## config.mk

```make
export PLATFORM = sky130hd
export DESIGN_NAME = wave_mixer
export DESIGN_NICKNAME = d
export VERILOG_FILES = /design/src/rtl/wave_mixer.sv
export SDC_FILE = /design/constraint.sdc
export NUM_CORES = 1
export LEC_CHECK = 0
export ABC_CLOCK_PERIOD_IN_PS = 9160
export BUFFER_PORTS_ARGS = -buffer_cell sky130_fd_sc_hd__buf_2
export CAP_MARGIN = 20
export CORE_AREA = 2 2 174 245
export DETAILED_ROUTE_END_ITERATION = 10
export DIE_AREA = 0 0 176 247
export SYNTH_ARGS = -nofsm -noshare
export SYNTH_HDL_FRONTEND = slang
export SYNTH_SLANG_ARGS = --single-unit
```

## constraint.sdc

```tcl
create_clock -name clk_i -period 9.16 [get_ports clk_i]
set_input_delay 0.458 -clock clk_i [delete_from_list [all_inputs] [get_ports clk_i]]
set_output_delay 0.458 -clock clk_i [all_outputs]
set_load 0.005 [all_outputs]
```

## src/rtl/wave_mixer.sv

```systemverilog
// wave_mixer: per-channel ready/valid capture, gain, sequential accumulation and saturation to one output sample per frame
module wave_mixer #(
    parameter int width_p      = 16,
    parameter int channels_p   = 4,
    parameter int gain_width_p = 4,
    parameter int gain_frac_p  = 3
) (
    input  logic                               clk_i,
    input  logic                               reset_i,
    input  logic [channels_p-1:0]              enable_i,
    input  logic [channels_p*gain_width_p-1:0] gain_i,
    input  logic [channels_p*width_p-1:0]      data_i,
    input  logic [channels_p-1:0]              valid_i,
    output logic [channels_p-1:0]              ready_o,
    output logic [width_p-1:0]                 data_o,
    output logic                               clip_o,
    output logic                               valid_o,
    input  logic                               ready_i
);
    localparam int aw_c = width_p + gain_width_p + $clog2(channels_p) + 1;
    localparam int iw_c = channels_p > 1 ? $clog2(channels_p) : 1;
    localparam logic [1:0] st_collect = 2'd0, st_accum = 2'd1, st_sat = 2'd2, st_out = 2'd3;
    localparam logic signed [aw_c-1:0] sat_hi_c = aw_c'((64'sd1 <<< (width_p - 1)) - 64'sd1);
    localparam logic signed [aw_c-1:0] sat_lo_c = -sat_hi_c - aw_c'(1);
    logic [1:0]                        state;
    logic                              latched;
    logic [channels_p-1:0]             en_q, cap, take;
    logic [channels_p*gain_width_p-1:0] gain_q;
    logic signed [width_p-1:0]         samp_q [channels_p];
    logic signed [aw_c-1:0]            acc, term;
    logic signed [width_p+gain_width_p:0] prod;
    logic [iw_c-1:0]                   idx;
    assign ready_o = (state == st_collect && latched) ? en_q & ~cap : '0;
    assign take    = ready_o & valid_i;
    assign prod    = samp_q[idx] * $signed({1'b0, gain_q[idx*gain_width_p +: gain_width_p]});
    assign term    = aw_c'(prod >>> gain_frac_p);
    always_ff @(posedge clk_i or posedge reset_i) begin
        if (reset_i) begin
            state   <= st_collect;
            latched <= 1'b0;
            en_q    <= '0;
            gain_q  <= '0;
            cap     <= '0;
            acc     <= '0;
            idx     <= '0;
            data_o  <= '0;
            clip_o  <= 1'b0;
            valid_o <= 1'b0;
            for (int c = 0; c < channels_p; c++) samp_q[c] <= '0;
        end else begin
            case (state)
                st_collect: begin
                    if (!latched) begin
                        en_q    <= enable_i;
                        gain_q  <= gain_i;
                        latched <= 1'b1;
                        if (enable_i == '0) begin
                            state <= st_accum;
                            acc   <= '0;
                            idx   <= '0;
                        end
                    end else begin
                        for (int c = 0; c < channels_p; c++)
                            if (take[c]) samp_q[c] <= data_i[c*width_p +: width_p];
                        cap <= cap | take;
                        // the capture edge itself may complete the frame
                        if ((en_q & ~(cap | take)) == '0) begin
                            state <= st_accum;
                            acc   <= '0;
                            idx   <= '0;
                        end
                    end
                end
                st_accum: begin
                    if (en_q[idx]) acc <= acc + term;
                    idx <= idx + 1'b1;
                    if (idx == iw_c'(channels_p - 1)) state <= st_sat;
                end
                st_sat: begin
                    data_o <= acc > sat_hi_c ? {1'b0, {(width_p-1){1'b1}}} :
                              acc < sat_lo_c ? {1'b1, {(width_p-1){1'b0}}} : acc[width_p-1:0];
                    clip_o <= acc > sat_hi_c || acc < sat_lo_c;
                    state  <= st_out;
                end
                default: begin
                    if (!valid_o) valid_o <= 1'b1;
                    else if (ready_i) begin
                        valid_o <= 1'b0;
                        clip_o  <= 1'b0;
                        cap     <= '0;
                        latched <= 1'b0;
                        state   <= st_collect;
                    end
                end
            endcase
        end
    end
endmodule

```

==> run metrics, run 1 <==
layout overhead on the synthesized area=18.81%; cell type with the largest total area after synthesis=sky130_fd_sc_hd__dfrtp_1; global-route wire length before repair=36490 um; routed wirelength normalized by instance count=13.99 um; insertion delay to the later sink of the worst-skew pair=approximately 0.43 ns; clock period minus final worst setup slack=6.998 ns; number of placed I/O pins=113; number of max-slew violations in the final report=0; commonest register cell after synthesis=sky130_fd_sc_hd__dfrtp_1; Req. time, crit path=~9.5 ns; clock root cell=sky130_fd_sc_hd__clkbuf_16; Row Count=89; Critical Path AT=7.34 ns; largest driver fanout on the critical path=15; top cells by area, synth=sky130_fd_sc_hd__dfrtp_1, sky130_fd_sc_hd__mux2_2, sky130_fd_sc_hd__ha_1; Async S/R FF share, synth=1.000; clock tree sinks=134; routed vias/inst=4.323; Setup Total Neg Slack=0 ns; FF-to-FF setup slack=approximately 2.2 ns; sequential fraction of the synthesis area=0.3565; number of antenna violations at the first check in global routing=0; die outline area=43470 sq um; count of flip-flops with a built-in enable after synthesis=0; x dimension of the die=176 um; weighted congestion at the end of routability-driven global placement=slightly above 0.8; height of the die=247 um; vias in the first global route=around 7200; setup repair after global routing missed its margin=no; share of cells above drive strength 1=0.2825; list of most frequent post-synthesis cells=sky130_fd_sc_hd__dfrtp_1, sky130_fd_sc_hd__inv_1, sky130_fd_sc_hd__mux2_2; nature of the critical path startpoint=register; maximum number of pins on one net before global-route repair=between 70 and 80; Netlist cell types=63; number of hold violations in the final report=0; CTS Buf Count=17; highest achievable clock rate=about 140 MHz; hold-fix buffers at CTS=0; Maximum Capacitance Violations=0; worst max-slew margin expressed relative to the limit=0.3618; aggregate routed wire length=21760 um; DRC Markers=0; quantity of I/O buffers inserted on ports=between 100 and 150; clock skew=0.009418 ns; Critical Path End Type=register; synthesis warning total=0; run status=finished clean; count leader, synth=sky130_fd_sc_hd__dfrtp_1; clock transition time at the flip-flop clock pins of the worst setup and hold paths=0.06 ns; buffers inserted by post-CTS timing repair=0; initial core utilization=0.2265; path category of the worst min-delay check=in2async; drt pass-1 iters=4; Synth Area per Inst=around 11 sq um; deepest clock path buffer count=2; clock tree from TritonCTS=yes; number of nets in the final layout=1188; cell count after synthesis=887; number of diodes added for antenna fixing=0; total of fill cells in the finished design=about 4300; grt total ovfl=0; number of routed nets with antenna violations=0; core box area=41540 sq um; final setup vio count=0; Post-Syn Nets=around 1100; synthesized cell area=9407 sq um; vias after detailed routing=6723; share of the cycle needed by the critical path after routing=0.7640; register bit total from synthesis=between 100 and 150; core utilization of the finished layout=0.2691; type of the worst setup path=reg2reg; top cell type's share of synthesized area=0.3565; Post-CTS Resized=0; post-detail-place hpwl=17200 um; measured slew at the worst slew-check pin=0.9574 ns; initial drt markers=about 280; H-tree lvl count=4; combined global-route utilization of all metal layers=0.1046
-- kinds of logic (layout without fill, tap and decap cells) --
kind of cell / after synthesis / count (layout) / share of synthesized area
adder cells (fa/ha/maj): 101 / 101 / 0.1615
XOR/XNOR: 35 / 35 / 0.03259
AO/OA/AOI/OAI: 176 / 176 / 0.1261
buffers and inverters: 136 / 258 / 0.05893
flip-flops: 134 / 134 / 0.3565
AND/OR/NAND/NOR: 197 / 197 / 0.1100
multiplexers: 108 / 108 / 0.1544
-- worst paths after layout --
kind / start / endpoint / depth (start not counted)
max in group asynchronous: reset_i / samp_q[49] / 3
min in group clk_i: data_i[56] / samp_q[8] / 2
setup reg to reg: idx[1] / acc[22] / 27
hold reg to reg: clip_o / clip_o / 2
setup / recovery: idx[1] / acc[22] / 27
hold / removal: reset_i / gain_q[1] / 2
-- worst max-delay path: stages (launching register included) --
cell and delay, ns:
sky130_fd_sc_hd__dfrtp_1 0.86, sky130_fd_sc_hd__mux4_2 0.65, sky130_fd_sc_hd__and2_1 0.18, sky130_fd_sc_hd__ha_1 0.27, sky130_fd_sc_hd__inv_1 0.05, sky130_fd_sc_hd__fa_1 0.50
sky130_fd_sc_hd__fa_1 0.54, sky130_fd_sc_hd__inv_1 0.04, sky130_fd_sc_hd__ha_1 0.34, sky130_fd_sc_hd__nor2b_1 0.17, sky130_fd_sc_hd__o31ai_1 0.35, sky130_fd_sc_hd__a211oi_1 0.16
sky130_fd_sc_hd__nor2_1 0.19, sky130_fd_sc_hd__o21ai_0 0.12, sky130_fd_sc_hd__o21ai_0 0.16, sky130_fd_sc_hd__nand2b_1 0.07, sky130_fd_sc_hd__a21oi_1 0.17, sky130_fd_sc_hd__xnor2_1 0.14
sky130_fd_sc_hd__ha_1 0.33, sky130_fd_sc_hd__inv_1 0.09, sky130_fd_sc_hd__o21ai_0 0.11, sky130_fd_sc_hd__a31o_2 0.27, sky130_fd_sc_hd__nor3_1 0.13, sky130_fd_sc_hd__nand3_1 0.15
sky130_fd_sc_hd__a41o_1 0.26, sky130_fd_sc_hd__nand3_1 0.09, sky130_fd_sc_hd__or4b_1 0.44, sky130_fd_sc_hd__o211ai_1 0.10
-- cell type report --
cell class / instances / area (sq um) / share of cell area
clock buffer: 18 / 429.2 / 0.03840
clock inverter: 14 / 195.2 / 0.01747
inverter: 108 / 410.4 / 0.03672
multi-input combinational: 617 / 5499 / 0.4921
sequential: 134 / 3353 / 0.3000
tap: 546 / 683.2 / 0.06113
timing repair buffer: 118 / 605.6 / 0.05419
-- flip-flops by register name, indices dropped and copies added, names as in the netlist --
register	cells
state	2
clip_o	1
idx	2
valid_o	1
data_o	16
en_q	4
cap	4
gain_q	16
acc	23
latched	1
samp_q	64
-- metal layers --
layer | part of all wire | global-route usage | vias to the layer above
li1 | - | - | 3295
met1 | 0.45 | 0.1274 | 3288
met2 | 0.51 | 0.1876 | 112
met3 | 0.025 | 0.01584 | 28
met4 | 0.017 | 0.03476 | 0
met5 | 0 | 0 | -
-- metrics by stage --
step                setup WS, ns  hold WS (ns)  area [sq um]  instances
finish                     2.162        0.1460         11180       1555
floorplan                  2.568        0.4739          9407        887
global route               1.713        0.1990         11180       1555
global placement           2.241        0.4836         10540       1521
detailed placement         2.102        0.4879         10540       1521
CTS                        2.094        0.1597         11160       1553
-- cells in the final DEF (no fill, tap or decap), types with 27 or more instances in the layout --
master / count
sky130_fd_sc_hd__a21oi_1: 40
sky130_fd_sc_hd__and2_1: 47
sky130_fd_sc_hd__buf_2: 112
sky130_fd_sc_hd__dfrtp_1: 134
sky130_fd_sc_hd__fa_1: 34
sky130_fd_sc_hd__ha_1: 67
sky130_fd_sc_hd__inv_1: 106
sky130_fd_sc_hd__mux2_2: 86
sky130_fd_sc_hd__nand2_1: 60
sky130_fd_sc_hd__nor2_1: 27
sky130_fd_sc_hd__o21ai_0: 53
Power of run 1 is left out: the tool's default activity adds up to more than one toggle a clock period on the data nets, which glitch-free logic cannot reach.
==> run 2, diff against run 1 <==
ABC_CLOCK_PERIOD_IN_PS = 6900   (was 9160)
clock period = 6.9 ns   (was 9.16 ns; I/O delays follow)
==> run 2 against run 1 <==
Against the previous run:
- sequential share of layout area is 0.42 points lower
- final cell count is 0.71% higher
- wire length is 5.4% higher
- critical path depth is 2 lower
- sequential cell count stayed put
- hold slack worse by 0.14 ns
- worst setup slack worse by 1.8 ns
- clock skew is 0.0054 ns higher
- largest cell class unchanged
- core utilization is 0.41 points higher
- register-to-register slack worse by 1.8 ns
- maximum frequency is 7.0% higher
- critical path type unchanged
==> run metrics, run 2 (synthesis gave the netlist of run 1 again) <==
aggregate routed wire length=about 23000 um; nature of the critical path startpoint=register; H-tree lvl count=4; clock root cell=sky130_fd_sc_hd__clkbuf_16; clock period minus final worst setup slack=6.540 ns; Critical Path AT=around 6.9 ns; routed wirelength normalized by instance count=roughly 15 um; total of fill cells in the finished design=4320; number of antenna violations at the first check in global routing=0; x dimension of the die=between 150 and 200 um; clock skew=0.01478 ns; path category of the worst min-delay check=in2async; quantity of I/O buffers inserted on ports=roughly 110; DRC Markers=0; largest registers=samp_q: 64 flops, acc: 23 flops; insertion delay to the later sink of the worst-skew pair=0.43 ns; grt total ovfl=0; final setup vio count=0; type of the worst setup path=reg2reg; worst max-slew margin expressed relative to the limit=0.3059; drt pass-1 iters=4; smallest hold slack=between 0.006 and 0.007 ns; footprint of the multi-input gates=5520 sq um; most common library cell in the layout ignoring fill and taps=sky130_fd_sc_hd__dfrtp_1; vias after detailed routing=6737; maximum number of pins on one net before global-route repair=~70; Critical Path End Type=register; initial drt markers=between 200 and 300; Req. time, crit path=7.25 ns; number of max-slew violations in the final report=0; clock tree from TritonCTS=yes; share of cells above drive strength 1=0.2971; share of the cycle needed by the critical path after routing=0.9478; initial core utilization=0.2265; CTS Buf Count=17; core box area=41540 sq um; height of the die=247 um; Register Area=3356 sq um; Maximum Capacitance Violations=0; number of placed I/O pins=around 110; hold-fix buffers at CTS=0; deepest clock path buffer count=2; die outline area=43470 sq um; number of flip-flops under the largest register name=64; number of hold violations in the final report=0; leading cell types in the layout, fill and taps excluded=sky130_fd_sc_hd__dfrtp_1, sky130_fd_sc_hd__buf_2, sky130_fd_sc_hd__inv_1; register ranked first by flip-flop count=samp_q; vias in the first global route=7135; largest driver fanout on the critical path=12; weighted congestion at the end of routability-driven global placement=0.8560; layout overhead on the synthesized area=20.60%; clock transition time at the flip-flop clock pins of the worst setup and hold paths=0.07 ns; number of diodes added for antenna fixing=0; run status=finished clean; measured slew at the worst slew-check pin=1.039 ns; Row Count=89; global-route wire length before repair=36830 um; combined global-route utilization of all metal layers=0.1061; number of nets in the final layout=1199; post-detail-place hpwl=17200 um; clock tree sinks=134; highest achievable clock rate=152.9 MHz; routed vias/inst=4.302; number of routed nets with antenna violations=0
==> run 2: changes by cell type in the layout (fill, tap and decap cells not counted), sizes merged <==
cell,previous run,this run
bufinv,4,3
buf,118,126
inv,112,109
clkbuf,18,24
clkinvlp,1,3
clkinv,5,4
==> run 2: worst max-delay path, stage by stage (launching register included) <==
cell and delay (ns):
sky130_fd_sc_hd__dfrtp_2 0.39, sky130_fd_sc_hd__buf_12 0.16, sky130_fd_sc_hd__mux4_2 0.55, sky130_fd_sc_hd__and2_1 0.19
sky130_fd_sc_hd__ha_1 0.27, sky130_fd_sc_hd__inv_1 0.05, sky130_fd_sc_hd__fa_1 0.50, sky130_fd_sc_hd__fa_1 0.54
sky130_fd_sc_hd__inv_1 0.04, sky130_fd_sc_hd__ha_1 0.34, sky130_fd_sc_hd__a21oi_1 0.20, sky130_fd_sc_hd__o21ai_2 0.10
sky130_fd_sc_hd__a41oi_2 0.30, sky130_fd_sc_hd__a21oi_2 0.12, sky130_fd_sc_hd__o22a_2 0.26, sky130_fd_sc_hd__a221oi_4 0.29
sky130_fd_sc_hd__o21ai_1 0.11, sky130_fd_sc_hd__xor2_1 0.17, sky130_fd_sc_hd__ha_1 0.35, sky130_fd_sc_hd__nand4_1 0.14
sky130_fd_sc_hd__or2_2 0.31, sky130_fd_sc_hd__o21bai_1 0.22, sky130_fd_sc_hd__a41o_1 0.23, sky130_fd_sc_hd__a21oi_1 0.06
sky130_fd_sc_hd__or4b_1 0.49, sky130_fd_sc_hd__o211ai_1 0.10
==> run 2: worst paths after layout <==
check                           start  depth (start not counted)  slack (ns)    endpoint
setup / recovery               idx[1]                         25        0.36     acc[22]
hold / removal                reset_i                          2       0.007     en_q[0]
setup reg to reg               idx[1]                         25        0.36     acc[22]
hold reg to reg            samp_q[30]                          1        0.50  samp_q[30]
max in group asynchronous     reset_i                          3        5.48      idx[1]
min in group clk_i         data_i[56]                          2        0.14   samp_q[8]
==> run 2: timing repair <==
item	in CTS	in global routing
endpoints found under the setup margin	0	2
gates resized for setup	0	11
buffers inserted	0	9
==> run 2: per-layer routing <==
layer / routed length (um) / GRT usage / vias up
met3: 671 / 0.01983 / 34
met1: 10140 / 0.1284 / 3249
met4: 493 / 0.03865 / 0
li1: - / - / 3307
met5: 0 / 0 / -
met2: 11620 / 0.1869 / 147
==> run 2: per-stage QoR <==
| step | util | setup TNS (ns) | std cells | area, sq um | setup WS, ns |
|---|---|---|---|---|---|
| after global routing | 0.2731 | -0.02294 | 1566 | 11340 | -0.02294 |
| after detailed placement | 0.2543 | 0 | 1521 | 10560 | 0.2090 |
| after CTS | 0.2689 | 0 | 1553 | 11170 | 0.1660 |
| final | 0.2731 | 0 | 1566 | 11340 | 0.3601 |
| after floorplan | - | 0 | 887 | 9407 | 0.3085 |
| after global placement | 0.2543 | 0 | 1521 | 10560 | 0.3496 |
==> run 2: cell type report <==
class                      count  share of cell area
tap                          546             0.06022
clock inverter                11             0.01312
multi-input combinational    617              0.4866
timing repair buffer         129             0.06750
sequential                   134              0.2958
inverter                     108             0.03618
clock buffer                  21             0.04059
Power of run 2 is left out for the same reason.
